**src/rtl/scalar_mul_accum_if.sv**
```systemverilog
// Purpose: handshake bundle between the ScalarMul group accumulator and its neighbours.
// Latency: none, this file holds wires only.
// Backpressure: in_ready grants upstream groups on credit; out_ready pops the result FIFO.
//
// Ports/signals:
//   in_valid/in_ready/prod/clear  upstream side: vector-set handshake, sink word, flush
//   out_data/out_ovf/out_valid/out_ready  downstream side: group-sum result stream
// master = the side that drives the inputs and consumes results; slave = accumulator.
interface scalar_mul_accum_if #(
    parameter int WIDTH     = 16,
    parameter int ACC_WIDTH = 40
);
    logic                 in_valid;
    logic                 in_ready;
    logic [WIDTH-1:0]     prod;
    logic                 clear;
    logic [ACC_WIDTH-1:0] out_data;
    logic                 out_ovf;
    logic                 out_valid;
    logic                 out_ready;

    modport master (
        output in_valid, prod, clear, out_ready,
        input  in_ready, out_data, out_ovf, out_valid
    );

    modport slave (
        input  in_valid, prod, clear, out_ready,
        output in_ready, out_data, out_ovf, out_valid
    );
endinterface

```
**src/rtl/scalar_mul_accum.sv**
```systemverilog
// Purpose: sum LEN ScalarMul sink words per group into a wide result, buffered in a FIFO.
// Latency: last accepted element at cycle t -> out_valid at t+LATENCY+1 (FIFO empty before).
// Backpressure: a new upstream group is only admitted when a FIFO slot is reserved for it.
//
// Ports (scalar_mul_accum):
//   clock, reset         rising-edge clock, asynchronous active-high reset
//   bus.in_valid/in_ready  upstream vector-set handshake (accept = in_valid & in_ready)
//   bus.prod             ScalarMul sink word, meaningful only LATENCY cycles after an accept
//   bus.clear            synchronous flush of pipe, counters, accumulator and FIFO
//   bus.out_data/out_ovf/out_valid/out_ready  head-of-FIFO result stream
//
// scalar_mul_accum_fifo: small first-in first-out store; push and pop may share a cycle,
// including when full (the popped slot is reused) or empty (pop ignored).

module scalar_mul_accum_fifo #(
    parameter  int W     = 8,
    parameter  int DEPTH = 4,
    localparam int AW    = (DEPTH > 1) ? $clog2(DEPTH) : 1,
    localparam int CW    = $clog2(DEPTH + 1)
) (
    input  logic          clk,
    input  logic          rst,
    input  logic          clr,
    input  logic          push,
    input  logic [W-1:0]  push_dat,
    input  logic          pop,
    output logic [W-1:0]  head_dat,
    output logic [CW-1:0] count
);
    logic [W-1:0]  mem [DEPTH];
    logic [AW-1:0] rd_ptr;
    logic [AW-1:0] wr_ptr;
    logic          do_push;
    logic          do_pop;

    function automatic logic [AW-1:0] next_ptr(input logic [AW-1:0] p);
        return (p == AW'(DEPTH - 1)) ? '0 : p + 1'b1;
    endfunction

    assign do_pop  = pop && (count != '0);
    // When full, a push is still taken if the head leaves in the same cycle.
    assign do_push = push && ((count != CW'(DEPTH)) || do_pop);

    always_ff @(posedge clk or posedge rst) begin
        if (rst) begin
            rd_ptr <= '0;
            wr_ptr <= '0;
            count  <= '0;
            for (int i = 0; i < DEPTH; i++) mem[i] <= '0;
        end else if (clr) begin
            rd_ptr <= '0;
            wr_ptr <= '0;
            count  <= '0;
            for (int i = 0; i < DEPTH; i++) mem[i] <= '0;
        end else begin
            if (do_push) begin
                mem[wr_ptr] <= push_dat;
                wr_ptr      <= next_ptr(wr_ptr);
            end
            if (do_pop) rd_ptr <= next_ptr(rd_ptr);
            case ({do_push, do_pop})
                2'b10:   count <= count + 1'b1;
                2'b01:   count <= count - 1'b1;
                default: count <= count;
            endcase
        end
    end

    assign head_dat = mem[rd_ptr];
endmodule

module scalar_mul_accum #(
    parameter int WIDTH      = 16,
    parameter int ACC_WIDTH  = 40,
    parameter int LATENCY    = 35,
    parameter int LEN        = 4,
    parameter int FIFO_DEPTH = 4
) (
    input  logic               clock,
    input  logic               reset,
    scalar_mul_accum_if.slave  bus
);
    localparam int LW = (LEN > 1) ? $clog2(LEN) : 1;
    localparam int CW = $clog2(FIFO_DEPTH + 1);
    localparam int PW = CW + 1;

    logic [LATENCY-1:0]   vpipe;
    logic [LW-1:0]        cnt;
    logic [LW-1:0]        icnt;
    logic [CW-1:0]        pend;
    logic [CW-1:0]        fifo_count;
    logic [ACC_WIDTH-1:0] acc;
    logic                 ovf_acc;
    logic [ACC_WIDTH-1:0] prod_ext;
    logic [ACC_WIDTH-1:0] sum;
    logic                 add_ovf;
    logic                 ovf_new;
    logic                 accept;
    logic                 sample;
    logic                 last;
    logic                 push;
    logic                 pend_inc;
    logic [ACC_WIDTH:0]   head;

    // A group may start only if every group already admitted (pushed or still in
    // flight) plus this one fits in the FIFO; later elements of a started group
    // ride on the credit the first element took.
    assign bus.in_ready = !reset && !bus.clear &&
                          ((icnt != '0) ||
                           (({1'b0, fifo_count} + {1'b0, pend}) < PW'(FIFO_DEPTH)));

    assign accept   = bus.in_valid && bus.in_ready;
    // The valid pipe marks which sink words belong to accepted sets.
    assign sample   = vpipe[LATENCY-1] && !bus.clear;
    assign prod_ext = {{(ACC_WIDTH - WIDTH){bus.prod[WIDTH-1]}}, bus.prod};
    assign sum      = acc + prod_ext;
    // Signed overflow: operands agree in sign but the result does not.
    assign add_ovf  = (acc[ACC_WIDTH-1] == prod_ext[ACC_WIDTH-1]) &&
                      (sum[ACC_WIDTH-1] != acc[ACC_WIDTH-1]);
    assign ovf_new  = ovf_acc || add_ovf;
    assign last     = (cnt == LW'(LEN - 1));
    assign push     = sample && last;
    assign pend_inc = accept && (icnt == '0);

    always_ff @(posedge clock or posedge reset) begin
        if (reset) begin
            vpipe   <= '0;
            cnt     <= '0;
            icnt    <= '0;
            pend    <= '0;
            acc     <= '0;
            ovf_acc <= 1'b0;
        end else if (bus.clear) begin
            vpipe   <= '0;
            cnt     <= '0;
            icnt    <= '0;
            pend    <= '0;
            acc     <= '0;
            ovf_acc <= 1'b0;
        end else begin
            vpipe[0] <= accept;
            for (int i = 1; i < LATENCY; i++) vpipe[i] <= vpipe[i-1];

            if (sample) begin
                if (last) begin
                    acc     <= '0;
                    ovf_acc <= 1'b0;
                    cnt     <= '0;
                end else begin
                    acc     <= sum;
                    ovf_acc <= ovf_new;
                    cnt     <= cnt + 1'b1;
                end
            end

            if (accept) icnt <= (icnt == LW'(LEN - 1)) ? '0 : icnt + 1'b1;

            case ({pend_inc, push})
                2'b10:   pend <= pend + 1'b1;
                2'b01:   pend <= pend - 1'b1;
                default: pend <= pend;
            endcase
        end
    end

    scalar_mul_accum_fifo #(
        .W     (ACC_WIDTH + 1),
        .DEPTH (FIFO_DEPTH)
    ) u_fifo (
        .clk      (clock),
        .rst      (reset),
        .clr      (bus.clear),
        .push     (push),
        .push_dat ({ovf_new, sum}),
        .pop      (bus.out_ready),
        .head_dat (head),
        .count    (fifo_count)
    );

    assign bus.out_valid = (fifo_count != '0);
    assign bus.out_data  = head[ACC_WIDTH-1:0];
    assign bus.out_ovf   = head[ACC_WIDTH];
endmodule

```
**src/flat_wrapper.sv**
```systemverilog
// flat-port wrapper written by rule: the top's interface ports become plain ports
module scalar_mul_accum_flat 
#(
    parameter int WIDTH      = 16,
    parameter int ACC_WIDTH  = 40,
    parameter int LATENCY    = 35,
    parameter int LEN        = 4,
    parameter int FIFO_DEPTH = 4
)
  (clock, reset, bus_in_valid, bus_prod, bus_clear, bus_out_ready, bus_in_ready, bus_out_data, bus_out_ovf, bus_out_valid);
  scalar_mul_accum_if #(.WIDTH(WIDTH), .ACC_WIDTH(ACC_WIDTH)) bus_i ();
  input  logic clock;
  input  logic reset;
  input wire logic [$bits(bus_i.in_valid)-1:0] bus_in_valid;
  input wire logic [$bits(bus_i.prod)-1:0] bus_prod;
  input wire logic [$bits(bus_i.clear)-1:0] bus_clear;
  input wire logic [$bits(bus_i.out_ready)-1:0] bus_out_ready;
  output wire logic [$bits(bus_i.in_ready)-1:0] bus_in_ready;
  output wire logic [$bits(bus_i.out_data)-1:0] bus_out_data;
  output wire logic [$bits(bus_i.out_ovf)-1:0] bus_out_ovf;
  output wire logic [$bits(bus_i.out_valid)-1:0] bus_out_valid;
  assign bus_i.in_valid = bus_in_valid;
  assign bus_i.prod = bus_prod;
  assign bus_i.clear = bus_clear;
  assign bus_i.out_ready = bus_out_ready;
  assign bus_in_ready = bus_i.in_ready;
  assign bus_out_data = bus_i.out_data;
  assign bus_out_ovf = bus_i.out_ovf;
  assign bus_out_valid = bus_i.out_valid;
  scalar_mul_accum #(.WIDTH(WIDTH), .ACC_WIDTH(ACC_WIDTH), .LATENCY(LATENCY), .LEN(LEN), .FIFO_DEPTH(FIFO_DEPTH)) u_core (.clock(clock), .reset(reset), .bus(bus_i));
endmodule
```
**config.mk**
```make
export PLATFORM = sky130hd
export DESIGN_NAME = scalar_mul_accum_flat
export DESIGN_NICKNAME = d
export VERILOG_FILES = /design/src/rtl/scalar_mul_accum_if.sv /design/src/rtl/scalar_mul_accum.sv /design/src/flat_wrapper.sv
export SDC_FILE = /design/constraint.sdc
export NUM_CORES = 1
export LEC_CHECK = 0
export ABC_AREA = 1
export ABC_CLOCK_PERIOD_IN_PS = 11700
export CAP_MARGIN = 20
export CELL_PAD_IN_SITES_DETAIL_PLACEMENT = 0
export CELL_PAD_IN_SITES_GLOBAL_PLACEMENT = 1
export CORE_AREA = 2 2 166 168
export DETAILED_ROUTE_END_ITERATION = 8
export DIE_AREA = 0 0 168 170
export DONT_BUFFER_PORTS = 1
export GPL_TIMING_DRIVEN = 1
export PLACE_DENSITY = 0.82
export SLEW_MARGIN = 20
export SYNTH_ARGS = -nofsm -noshare
export SYNTH_HDL_FRONTEND = slang
export SYNTH_SLANG_ARGS = --single-unit
```
**constraint.sdc**
```tcl
create_clock -name clock -period 11.7 [get_ports clock]
set_input_delay 1.17 -clock clock [delete_from_list [all_inputs] [get_ports clock]]
set_output_delay 1.17 -clock clock [all_outputs]
set_load 0.05 [all_outputs]
```
==> results of run 1 <==
-- stage by stage --
step	setup slack [ns]	utilization [%]	instances	hold WS, ns
finish	7.31	56.0	2132	0.456
global route	7.12	56.0	2132	0.472
CTS	7.28	55.8	2130	0.461
detailed placement	7.88	52.3	2084	0.448
global placement	7.94	52.3	2084	0.436
floorplan	3.10	-	1795	0.434
-- power by group through the flow --
stage | Sequential (mW) | Clock [mW] | Combinational [mW]
after floorplan | 0.912 | 0 | 0.406
after CTS | 0.898 | 0.929 | 0.501
after global placement | 0.913 | 0 | 0.498
final | 0.898 | 0.911 | 0.501
after global routing | 0.899 | 0.962 | 0.543
after detailed placement | 0.914 | 0 | 0.501
-- kinds of logic (layout without fill, tap and decap cells) --
| logic type | count (synthesis) | in the layout | synth area share [%] |
|---|---|---|---|
| buf+inv | 235 | 231 | 7.01 |
| xor+xnor | 19 | 19 | 1.33 |
| simple gates | 903 | 903 | 27.1 |
| fa+ha+maj | 50 | 50 | 4.75 |
| compound gates | 334 | 334 | 13.3 |
| flops | 254 | 254 | 46.5 |
-- routing by layer --
layer | part of all wire [%] | vias to the layer above | global-route usage [%] | wire (µm)
met5 | 0 | - | 0 | 0
met4 | 2.4 | 0 | 7.67 | 917
met3 | 5.9 | 62 | 3.91 | 2220
met2 | 46 | 328 | 44.6 | 17200
met1 | 46 | 5680 | 37.2 | 17100
li1 | - | 5767 | - | -
-- critical path: stages (launching register included) --
cell	delay, ns
dfrtp_1	0.37
buf_4	0.27
inv_1	0.55
buf_4	0.41
o21ai_0	0.14
o22ai_1	0.89
-- cells in the mapped netlist --
| cell | count |
|---|---|
| a31oi_4 | 1 |
| a21oi_1 | 49 |
| nand3_2 | 5 |
| o21a_1 | 1 |
| nand2_2 | 7 |
| xnor2_1 | 8 |
| nand3b_1 | 8 |
| o22ai_1 | 43 |
| xor2_1 | 9 |
| a211oi_1 | 1 |
| clkbuf_1 | 43 |
| buf_4 | 4 |
| a21o_1 | 3 |
| nand2b_1 | 1 |
| o21ai_2 | 3 |
| or2_2 | 1 |
| nand4_1 | 11 |
| and2_1 | 1 |
| a31oi_1 | 1 |
| nand3_1 | 132 |
| buf_2 | 17 |
| xor2_2 | 1 |
| nor2_4 | 1 |
| inv_1 | 158 |
| xnor2_2 | 1 |
| o21bai_1 | 4 |
| o21ai_1 | 73 |
| clkinv_2 | 1 |
| buf_6 | 5 |
| buf_1 | 3 |
| nand2_1 | 528 |
| nor2_2 | 8 |
| inv_2 | 4 |
| ha_1 | 47 |
| dfrtp_1 | 254 |
| nor3_1 | 4 |
| fa_1 | 3 |
| o21bai_2 | 2 |
| o211ai_1 | 1 |
| nor2_1 | 195 |
| a21oi_2 | 5 |
| or2_1 | 1 |
| o21ai_0 | 147 |
-- sequential cells by signal, indices dropped and copies added (netlist names) --
name and flops:
u_core.pend 3, u_core.acc 40, u_core.u_fifo.count 3, u_core.icnt 2
u_core.cnt 2, u_core.u_fifo.wr_ptr 2, u_core.vpipe 35, u_core.ovf_acc 1
u_core.u_fifo.rd_ptr 2, u_core.u_fifo.mem 164
-- cell usage in the layout, fill, tap and decap left out, drive strengths merged, types with 11 or more instances in the layout --
master,n
a21oi,54
inv,164
nand4,11
nand2,535
o22ai,43
dfrtp,254
ha,47
nor2,204
clkbuf,36
o21ai,223
nand3,137
buf,22
-- final cells by class --
cell class                 count  area, µm²  area share, %
tap                          341        427           2.86
inverter                     163        621           4.16
multi-input combinational   1306       6370           42.7
clock inverter                10        174           1.17
timing repair buffer          22        205           1.37
clock buffer                  36        769           5.16
sequential                   254       6360           42.6
-- worst max-delay path by stage --
stage | endpoint | cells after the start | slack (ns)
after floorplan | bus_in_ready | 3 | 3.10
after global placement | bus_out_data[39] | 5 | 7.94
after detailed placement | bus_out_data[39] | 5 | 7.88
after CTS | bus_out_data[39] | 5 | 7.28
after global routing | bus_out_data[39] | 5 | 7.12
final | bus_out_data[33] | 5 | 7.31
==> impl_metrics.json, run 1 <==
{
  "p_sw_mw": 0.773,
  "htreeDepth": 1,
  "clk_latency_ns": 0.56,
  "portBuffers": 0,
  "critical_path.endpoint_type": "primary output",
  "finalWeightedCongestion": 0.964,
  "syn_area_mm2": 0.0137,
  "cts_tree": "built",
  "reg2reg_to": "u_core.u_fifo.mem[87]$_DFFE_PP0P_",
  "place_area_mm2": 0.0139,
  "switching_share_pct": 33.5,
  "period_share_pct": 37.6,
  "drive_gt1_share_pct": 6.09,
  "vias": 11800,
  "drv_cap": 0,
  "ys_types": 43,
  "tns_ns": 0,
  "numCtsBuffers": 27,
  "grt_pass1_vias": 11600,
  "yosysSeqAreaShare_pct": 46.5,
  "die_area_mm2": 0.0286,
  "reg2reg_from": "u_core.u_fifo.count[0]$_DFFE_PP0P_",
  "setup_viol": 0,
  "nNetsFinal": 1845,
  "required_ns": 10.53,
  "critical_path_class": "flop to primary output",
  "core_mm2": 0.0267,
  "clockBufferDepth": 3,
  "power_frac_clock_pct": 39.5,
  "antenna_found_initial": 0,
  "startpoint": "u_core.u_fifo.rd_ptr[1]$_DFFE_PP0P_",
  "ios": 64,
  "cts-resized-gates": 0,
  "drc": 0,
  "syn_nets": 1866,
  "drt-initial-drc-count": 947,
  "hold_buffers": 0,
  "holdPathStages": 2,
  "avgSynthCellArea_um2": 7.61,
  "yosys_register_bits": 254,
  "powerDensity_mw_per_mm2": 155,
  "fp.dieH_um": 170,
  "skew_ns": 0.0183,
  "rrSetupSlack_ns": 8.61,
  "final_antenna_net_count": 0,
  "start_util_pct": 51.2,
  "maxSlewHeadroom_pct": 24.3,
  "synth_area_leaders": "dfrtp_1, nand2_1, o21ai_0",
  "slew_viol_final": 0,
  "synthToLayoutAreaGrowth_pct": 9.28,
  "comb_power_share_pct": 21.7,
  "cts-root-buf": "clkbuf_16",
  "yosysWarnings": 0,
  "cts.sinks": 254,
  "worstRegToRegCells": 8,
  "tightest_slew_ns": 1.15,
  "grt_pass1_wl_mm": 61.8,
  "dp_hpwl_mm": 25.9,
  "stdcell_area_mm2": 0.0149,
  "hp-class": "flop to flop",
  "fmax_ghz": 0.228,
  "syn_inst": 1795,
  "p_seq_share_pct": 38.9,
  "p_leak_nw": 7.80,
  "outcome": "completed",
  "cts_setup_buffers": 0,
  "fp-row-count": 60,
  "hp-start": "u_core.vpipe[28]$_DFF_PP0_",
  "grt_max_degree": 84,
  "routed_wl_mm": 37.5,
  "die_x_um": 168,
  "cts.clk_slew.worst_paths_ns": 0.06,
  "track_usage_pct": 27.0,
  "avgViaCountPerCell": 5.55,
  "p_int_mw": 1.54,
  "rsz0062_at_grt": "no",
  "diodes": 0,
  "critPathLaunchType": "flop",
  "wl_per_cell_um": 17.6,
  "finalHoldViolCount": 0,
  "grt_overflow_total": 0,
  "cp.arrival_ns": 3.22,
  "holdPathEnd": "u_core.vpipe[29]$_DFF_PP0_",
  "crit_fanout": 42,
  "dr.pass1.iters": 6,
  "synth_top_area_cell": "dfrtp_1",
  "period_needed_ns": 4.39,
  "ir_drop_mv": 0.200,
  "fill_cells": 2568,
  "power_mw": 2.31,
  "synth_top_area_share_pct": 46.5
}
(Power assumes the default switching activity.)
==> run 2, diff against run 1 <==
Settings changed: ABC_CLOCK_PERIOD_IN_PS 11700 to 4059, CORE_AREA 2 2 166 168 to 2 2 172 174, DIE_AREA 0 0 168 170 to 0 0 174 176, PLACE_DENSITY 0.82 to 0.77.
Clock period 11.7 ns to 4.06 ns, I/O delays scaled along.
==> run 2 against run 1 <==
  * Combinational power grew to 3.2 times the previous value
  * Hold slack worse by 0.41 ns
  * Die area is 7.2% higher
  * Design area is 2.9% higher
  * Clock skew is 0.0044 ns lower
  * Highest routed layer unchanged
  * Total power grew to 3.0 times the previous value
  * Largest cell class unchanged
==> impl_metrics.json, run 2 (same netlist as run 1, synthesis figures left out) <==
{
  "portBuffers": 0,
  "tightest_slew_ns": 0.867,
  "wl_per_cell_um": 17.2,
  "switching_share_pct": 32.2,
  "drv_cap": 0,
  "final_common_cell": "nand2_1",
  "final_cells": 2215,
  "crit_slowest_cell": "nor2_4",
  "hp-class": "input pin to flop",
  "routed_wl_mm": 38.1,
  "clk_latency_ns": 0.56,
  "core_mm2": 0.0285,
  "period_share_pct": 72.8,
  "layout_common_cells": "nand2_1, dfrtp_1, nor2_1",
  "place_area_mm2": 0.0143,
  "fmax_ghz": 0.338,
  "cts.sinks": 254,
  "p_leak_nw": 8.03,
  "fp-row-count": 62,
  "critical_path_class": "flop to flop",
  "crit_cells": 8,
  "p_sw_mw": 2.27,
  "largest_registers": "u_core.u_fifo.mem: 164 flops, u_core.acc: 40 flops, u_core.vpipe: 35 flops",
  "cts-root-buf": "clkbuf_16",
  "die_x_um": 174,
  "finalWeightedCongestion": 0.953,
  "clockBufferDepth": 3,
  "numCtsBuffers": 27,
  "drc": 0,
  "track_usage_pct": 25.3,
  "avgViaCountPerCell": 5.30,
  "tns_ns": 0,
  "crit_chain": "nor2_1 > a31oi_4 > nand2_2 > inv_2 > nor2_4 > buf_4 > nand2_1 > o21ai_1",
  "antenna_found_initial": 1,
  "dp_hpwl_mm": 26.9,
  "synthToLayoutAreaGrowth_pct": 12.4,
  "slew_viol_final": 0,
  "powerDensity_mw_per_mm2": 458,
  "critical_path.endpoint_type": "flop",
  "setup_viol": 0,
  "largest_reg_flops": 164,
  "crit_buf_inv": 2,
  "grt_pass1_wl_mm": 62.3,
  "rrSetupSlack_ns": 1.10,
  "power_frac_clock_pct": 40.4,
  "cts_setup_buffers": 0,
  "drive_gt1_share_pct": 7.98,
  "drt-initial-drc-count": 841,
  "dr.pass1.iters": 5,
  "cp_top_family": "simple AND/OR/NAND/NOR gates",
  "cts_tree": "built",
  "htreeDepth": 1,
  "final_antenna_net_count": 0,
  "vias": 11700,
  "maxSlewHeadroom_pct": 42.2,
  "cts-resized-gates": 0,
  "start_util_pct": 47.8,
  "hold_ws_ns": 0.0483,
  "holdPathStages": 2,
  "numPlacedInstances": 2162,
  "top_register": "u_core.u_fifo.mem",
  "stdcell_area_mm2": 0.0154,
  "die_area_mm2": 0.0306,
  "fill_cells": 2849,
  "ir_drop_mv": 0.353,
  "nNetsFinal": 1881,
  "worstRegToRegCells": 8,
  "grt_pass1_vias": 11500,
  "comb_power_share_pct": 22.6,
  "p_int_mw": 4.76,
  "ios": 64,
  "skew_ns": 0.0139,
  "rsz0062_at_grt": "no",
  "grt_overflow_total": 0,
  "p_seq_share_pct": 37.0,
  "required_ns": 4.53,
  "cts.clk_slew.worst_paths_ns": 0.06,
  "grt_max_degree": 115,
  "crit_fanout": 22,
  "final_core_util_pct": 53.8,
  "critPathLaunchType": "flop",
  "fp.dieH_um": 176,
  "finalHoldViolCount": 0,
  "cp.arrival_ns": 3.43,
  "outcome": "completed",
  "period_needed_ns": 2.96,
  "slowest_delay_ns": 0.65
}
[run 2: worst paths after layout]
| kind | from | endpoint |
|---|---|---|
| min in group asynchronous | reset | u_core.u_fifo.count[1]$_DFFE_PP0P_ |
| hold / removal | bus_clear | u_core.u_fifo.wr_ptr[0]$_DFFE_PP0P_ |
| setup / recovery | u_core.u_fifo.count[0]$_DFFE_PP0P_ | u_core.u_fifo.mem[132]$_DFFE_PP0P_ |
| setup reg to reg | u_core.u_fifo.count[0]$_DFFE_PP0P_ | u_core.u_fifo.mem[132]$_DFFE_PP0P_ |
| max in group asynchronous | reset | u_core.vpipe[14]$_DFF_PP0_ |
| hold reg to reg | u_core.vpipe[30]$_DFF_PP0_ | u_core.vpipe[31]$_DFF_PP0_ |
[run 2: timing repair]
action,in CTS,in global routing
setup endpoints to repair,0,0
hold buffers,3,0
endpoints found under the hold margin,69,0
[run 2: power groups by stage]
stage | clock [mW] | combinational, mW | sequential, mW
6_report | 2.84 | 1.59 | 2.60
5_1_grt | 2.98 | 1.71 | 2.60
4_1_cts | 2.89 | 1.61 | 2.60
3_5_place_dp | 0 | 1.59 | 2.64
3_3_place_gp | 0 | 1.59 | 2.64
2_1_floorplan | 0 | 1.17 | 2.63
[run 2: per-layer routing]
metal	GRT usage (%)	up-vias	share of wire [%]
li1	-	5851	-
met2	41.0	248	46
met5	0	-	0
met1	36.2	5588	48
met4	6.44	0	2.4
met3	3.14	53	3.8
[run 2: final cells by class]
type	count	area, µm²	share of cell area [%]
antenna	1	2.50	0.0163
clock buffer	36	769	5.01
clock inverter	13	255	1.66
inverter	163	617	4.02
multi-input combinational	1306	6370	41.5
sequential	254	6360	41.4
tap	384	480	3.13
timing repair buffer	58	503	3.28
[run 2: metrics by stage]
step | setup WS, ns | power [mW]
2_1_floorplan | -1.35 | 3.80
3_3_place_gp | 1.16 | 4.23
3_5_place_dp | 1.08 | 4.24
4_1_cts | 1.06 | 7.09
5_1_grt | 0.851 | 7.30
6_report | 1.10 | 7.03
